**src/rtl/mem_read_port_if.sv**
```systemverilog
// rtl/mem_read_port_if.sv - request/response and memory-side bus of the read port
interface mem_read_port_if #(
  parameter int ADDR_W = 16,
  parameter int DATA_W = 16
);
  logic                     rd_req;
  logic        [ADDR_W-1:0] rd_addr;
  logic                     rd_ready;
  logic        [ADDR_W-1:0] mem_addr;
  logic                     mem_re;
  logic        [DATA_W-1:0] mem_rdata;
  logic signed [DATA_W-1:0] rd_data;
  logic                     rd_valid;
  logic                     rd_ack;

  // Environment side: control unit plus memory block
  modport master (
    output rd_req, rd_addr, rd_ack, mem_rdata,
    input  rd_ready, mem_addr, mem_re, rd_data, rd_valid
  );

  // Read port side
  modport slave (
    input  rd_req, rd_addr, rd_ack, mem_rdata,
    output rd_ready, mem_addr, mem_re, rd_data, rd_valid
  );
endinterface

```
**src/rtl/mem_read_port.sv**
```systemverilog
// rtl/mem_read_port.sv - fixed-latency memory read port with valid/ack holding register
module mem_read_port #(
  parameter int ADDR_W     = 16,
  parameter int DATA_W     = 16,
  parameter int RD_LATENCY = 2
) (
  input  logic              clk,
  input  logic              reset,
  mem_read_port_if.slave    bus,
  output logic              busy
);

  typedef enum logic [1:0] {IDLE, WAIT, HOLD} state_t;

  localparam logic [2:0] LAT = 3'(RD_LATENCY);

  state_t                   state, state_next;
  logic        [2:0]        count, count_next;
  logic                     accept, capture;
  logic        [ADDR_W-1:0] addr_q;
  logic signed [DATA_W-1:0] data_q;

  // State register
  always_ff @(posedge clk) begin
    if (reset) state <= IDLE;
    else       state <= state_next;
  end

  // Next state, counter update and handshake outputs
  always_comb begin
    state_next    = state;
    count_next    = count;
    accept        = 1'b0;
    capture       = 1'b0;
    bus.rd_ready  = 1'b0;
    bus.rd_valid  = 1'b0;
    bus.mem_re    = 1'b0;
    busy          = 1'b0;
    case (state)
      IDLE: begin
        bus.rd_ready = 1'b1;
        if (bus.rd_req) begin
          accept     = 1'b1;
          count_next = LAT;
          state_next = WAIT;
        end
      end
      WAIT: begin
        busy       = 1'b1;
        // The counter still holds its load value only in the first WAIT cycle
        bus.mem_re = (count == LAT);
        count_next = count - 3'd1;
        if (count == 3'd1) begin
          capture    = 1'b1;
          state_next = HOLD;
        end
      end
      HOLD: begin
        busy         = 1'b1;
        bus.rd_valid = 1'b1;
        if (bus.rd_ack) state_next = IDLE;
      end
      default: state_next = IDLE;
    endcase
  end

  // Address latch, latency counter and captured word
  always_ff @(posedge clk) begin
    if (reset) begin
      count  <= '0;
      addr_q <= '0;
      data_q <= '0;
    end else begin
      count <= count_next;
      if (accept)  addr_q <= bus.rd_addr;
      if (capture) data_q <= bus.mem_rdata;
    end
  end

  assign bus.mem_addr = addr_q;
  assign bus.rd_data  = data_q;

endmodule
```
**src/flat_wrapper.sv**
```systemverilog
// flat-port wrapper written by rule: the top's interface ports become plain ports
module mem_read_port_flat 
#(
  parameter int ADDR_W     = 16,
  parameter int DATA_W     = 16,
  parameter int RD_LATENCY = 2
)
  (clk, reset, busy, bus_rd_req, bus_rd_addr, bus_rd_ack, bus_mem_rdata, bus_rd_ready, bus_mem_addr, bus_mem_re, bus_rd_data, bus_rd_valid);
  mem_read_port_if #(.ADDR_W(ADDR_W), .DATA_W(DATA_W)) bus_i ();
  input  logic clk;
  input  logic reset;
  output logic busy;
  input wire logic [$bits(bus_i.rd_req)-1:0] bus_rd_req;
  input wire logic [$bits(bus_i.rd_addr)-1:0] bus_rd_addr;
  input wire logic [$bits(bus_i.rd_ack)-1:0] bus_rd_ack;
  input wire logic [$bits(bus_i.mem_rdata)-1:0] bus_mem_rdata;
  output wire logic [$bits(bus_i.rd_ready)-1:0] bus_rd_ready;
  output wire logic [$bits(bus_i.mem_addr)-1:0] bus_mem_addr;
  output wire logic [$bits(bus_i.mem_re)-1:0] bus_mem_re;
  output wire logic [$bits(bus_i.rd_data)-1:0] bus_rd_data;
  output wire logic [$bits(bus_i.rd_valid)-1:0] bus_rd_valid;
  assign bus_i.rd_req = bus_rd_req;
  assign bus_i.rd_addr = bus_rd_addr;
  assign bus_i.rd_ack = bus_rd_ack;
  assign bus_i.mem_rdata = bus_mem_rdata;
  assign bus_rd_ready = bus_i.rd_ready;
  assign bus_mem_addr = bus_i.mem_addr;
  assign bus_mem_re = bus_i.mem_re;
  assign bus_rd_data = bus_i.rd_data;
  assign bus_rd_valid = bus_i.rd_valid;
  mem_read_port #(.ADDR_W(ADDR_W), .DATA_W(DATA_W), .RD_LATENCY(RD_LATENCY)) u_core (.clk(clk), .reset(reset), .bus(bus_i), .busy(busy));
endmodule
```
**config.mk**
```make
export PLATFORM = sky130hd
export DESIGN_NAME = mem_read_port_flat
export DESIGN_NICKNAME = d
export VERILOG_FILES = /design/src/rtl/mem_read_port_if.sv /design/src/rtl/mem_read_port.sv /design/src/flat_wrapper.sv
export SDC_FILE = /design/constraint.sdc
export NUM_CORES = 1
export LEC_CHECK = 0
export BUFFER_PORTS_ARGS = -buffer_cell sky130_fd_sc_hd__clkbuf_2
export CORE_ASPECT_RATIO = 0.5
export CORE_UTILIZATION = 41
export CTS_CLUSTER_DIAMETER = 200
export DETAILED_ROUTE_END_ITERATION = 6
export PLACE_DENSITY = 0.74
export SKIP_LAST_GASP = 1
export SYNTH_ARGS = -nofsm -noshare
export SYNTH_HDL_FRONTEND = slang
export SYNTH_SLANG_ARGS = --single-unit
```
**constraint.sdc**
```tcl
create_clock -name clk -period 1.2 [get_ports clk]
set_input_delay 0.18 -clock clk [delete_from_list [all_inputs] [get_ports clk]]
set_output_delay 0.18 -clock clk [all_outputs]
set_load 0.005 [all_outputs]
```
==> key figures <==
Routing
  – Drt initial violations: 30
  – Routed via count: 1572
  – Routed wire length: roughly 4500 µm
  – Via-to-Cell Ratio: between 4 and 5
  – Pre-antenna DRT Iters: 4
  – # DRC: 0
  – Number of routed nets with antenna violations: 0
  – Average routed wire per standard cell: between 10 and 15 µm

Die
  – Die Wd: 89.0 µm
  – I/O Pins: 72
  – Core area: 0.00353 mm²
  – Die ar.: 0.00405 mm²
  – Initial Utilization: 0.439
  – Core Rows: 15
  – Height of the die: roughly 45 µm

Critical path
  – Worst Setup End Kind: primary output
  – WP data required: 1020 ps
  – Critical path launch point type: flip-flop
  – Reg2Reg Setup Slack: -180 ps
  – CP Max Fanout: 3
  – Worst Path Arrival: about 1300 ps
  – Setup CP Type: reg2out

Synth
  – Syn. warnings: 0
  – #FFs+latches synth: 37
  – Sequential share of the synthesized area: 0.478
  – Distinct cell type count after synthesis: 27
  – Post-Syn Instances: 180
  – Mapped cell area: 0.00155 mm²
  – Syn_nets: roughly 220
  – Syn Area/Cell: between 8 and 9 µm²

Power
  – Psw: 1.37 mW
  – Power per Cell Area: 1750 mW/mm²
  – Clock share of power: 0.259
  – Internal power: between 2 and 3 mW
  – Sw Ratio: 0.315
  – Leakage dissipation: approximately 1.1 nW
  – Combinational fraction of design power: 0.401
  – Sequential share of power: 0.340
  – Max VDD drop: 0.000759 V

STA
  – Setup Viol. Count Final: a little over 40
  – Worst slew pin tran: between 300 and 400 ps
  – Setup TNS Final: -5290 ps
  – Setup ws final: -226 ps
  – Final setup skew: 8.01 ps
  – Final hold vios: 0
  – Fin crit share: 1.19
  – Slew HR: 0.759
  – RSZ-0062 raised after global routing: true
  – Fmax: 0.701 GHz
  – Fin. max-slew vios: 0
  – Min Clock Period, post-route: roughly 1400 ps

Clock tree
  – CTS tree: done
  – CTS Hold Buffers Added: 0
  – Clock latency at the later pin of the worst-skew pair: about 280 ps
  – Clk Tree Root Cell: clkbuf_8
  – H-tree depth: 2
  – Clock tree buffer depth: 2
  – Clock-pin slew on the worst setup and hold paths: approximately 80 ps
  – TritonCTS Buffers: 5
  – Clock sink count: 37

Layout
  – Multi-input logic area: 923 µm²
  – Filler Cells Inserted: about 280
  – Sequential Area: 744 µm²
  – Share of cells above drive strength 1: 0.637
  – Non-filler cells, final: about 320
  – Area grow syn2layout: 60.5%
  – Post-route core utilization: 0.705
  – Final nets: around 310
  – Diodes inserted: 0

Place
  – Routability cong.: about 0.77
  – PortBufs: just over 70
  – Post-detailed-placement half-perimeter wirelength: 2490 µm
  – Inst Count DP: about 300
  – Setup WS pre-CTS: -197 ps

GRT
  – Pin count of the biggest net entering global routing: 17
  – Initial antenna violation count: 0
  – GR Overflow Total: 0
  – Tot GR Track Use: 0.184
  – First-pass GRT wire length: approximately 5500 µm
  – Vias in the first global route: ~1200

Run
  – MaxCap Viol Count: 0

Status
  – Failing checks: setup timing
  – Outcome: finished, violations left

Worst hold path
  – Hold WC Path Type: in2reg
per-stage QoR:
step / power (mW) / hold slack (ps) / cell area [µm²]
2_1_floorplan: 2.15 / 307 / 1580
3_5_place_dp: 2.53 / 407 / 2030
3_3_place_gp: 2.50 / 405 / 2030
6_report: 4.34 / 105 / 2490
5_1_grt: 4.54 / 107 / 2490
4_1_cts: 3.79 / 100 / 2210
sequential cells by signal, summed over array words and instances (netlist names):
name and cells:
u_core.state 2, u_core.bus.mem_addr 16, u_core.bus.rd_data 16, u_core.count 3
worst paths after layout:
kind,start,endpoint,cells past startpoint
max reg2reg,u_core.state[1],u_core.bus.rd_data[4],7
min,bus_mem_rdata[1],u_core.bus.rd_data[1],3
max,u_core.count[0],bus_mem_re,4
min reg2reg,u_core.bus.mem_addr[8],u_core.bus.mem_addr[8],2
cells by family (layout without fill, tap and decap cells):
family | Yosys count | after routing | synth area share
simple gates | 80 | 81 | 0.225
compound gates | 39 | 39 | 0.166
mux | 2 | 2 | 0.0129
flops | 37 | 37 | 0.478
fa+ha+maj | 6 | 6 | 0.0484
buf+inv | 16 | 105 | 0.0694
synth_stat cells:
master / count / area [µm²]
nand2_1: 63 / 236
dfxtp_1: 37 / 741
a21oi_1: 24 / 120
a21oi_2: 10 / 87.6
ha_1: 6 / 75.1
inv_1: 6 / 22.5
buf_2: 4 / 20.0
nand2b_1: 4 / 25.0
buf_6: 3 / 33.8
nand2_2: 3 / 18.8
nor2b_1: 3 / 18.8
mux2i_1: 2 / 20.0
a32o_1: 1 / 10.0
and2_1: 1 / 6.26
and3b_1: 1 / 8.76
buf_1: 1 / 3.75
buf_12: 1 / 20.0
buf_4: 1 / 7.51
nand3_1: 1 / 5.00
nand3b_1: 1 / 7.51
nand3b_2: 1 / 11.3
nor2_1: 1 / 3.75
nor3b_1: 1 / 7.51
o21ai_0: 1 / 5.00
o221a_2: 1 / 11.3
o31ai_1: 1 / 7.51
o32ai_2: 1 / 16.3
layout make-up:
class                           instances  area share
Inverter                                6      0.0111
Multi-Input combinational cell        128       0.371
Tap cell                               51      0.0257
Clock buffer                            7      0.0347
Sequential cell                        37       0.299
Timing Repair Buffer                   91       0.246
Clock inverter                          1      0.0121
worst max-delay path, cell delays in order, from the launching register on:
cell	delay [ps]
dfxtp_2	370
inv_2	60
ha_1	220
nor3b_2	170
buf_2	140
layer usage:
layer / vias to the layer above / track usage / part of all wire
li1: 764 / - / -
met1: 742 / 0.220 / 0.43
met3: 7 / 0.0489 / 0.054
met5: - / 0 / 0
met4: 0 / 0.0476 / 0.0093
met2: 59 / 0.335 / 0.51
power groups by stage:
stage	registers, mW	clock network (mW)	logic [mW]
after CTS	1.46	1.13	1.20
final	1.48	1.12	1.74
after global placement	1.48	0	1.02
after global routing	1.49	1.20	1.85
after detailed placement	1.48	0	1.05
after floorplan	1.49	0	0.655
placed cells by master (no fill, tap or decap), types with 2 or more instances in the layout:
cell and n:
a21oi_1 10, a21oi_2 24, and2_4 2, buf_12 4
buf_4 10, buf_6 5, clkbuf_16 2, clkbuf_2 69
clkbuf_8 6, dfxtp_1 34, dfxtp_2 3, ha_1 2
ha_4 3, inv_2 4, inv_4 2, nand2_1 38
nand2_2 23, nand2_4 4, nand2b_1 3, nor2b_1 3
timing repair:
| action | 4_1_cts | 5_1_grt |
|---|---|---|
| setup buffers | 5 | 3 |
| cloned | 0 | 3 |
| endpoints found under the setup margin | 35 | 41 |
| gates resized for setup | 12 | 56 |
| endpoints found under the hold margin | 0 | 0 |
| pin swaps | 4 | 17 |
Power figures use the tool's default switching activity.
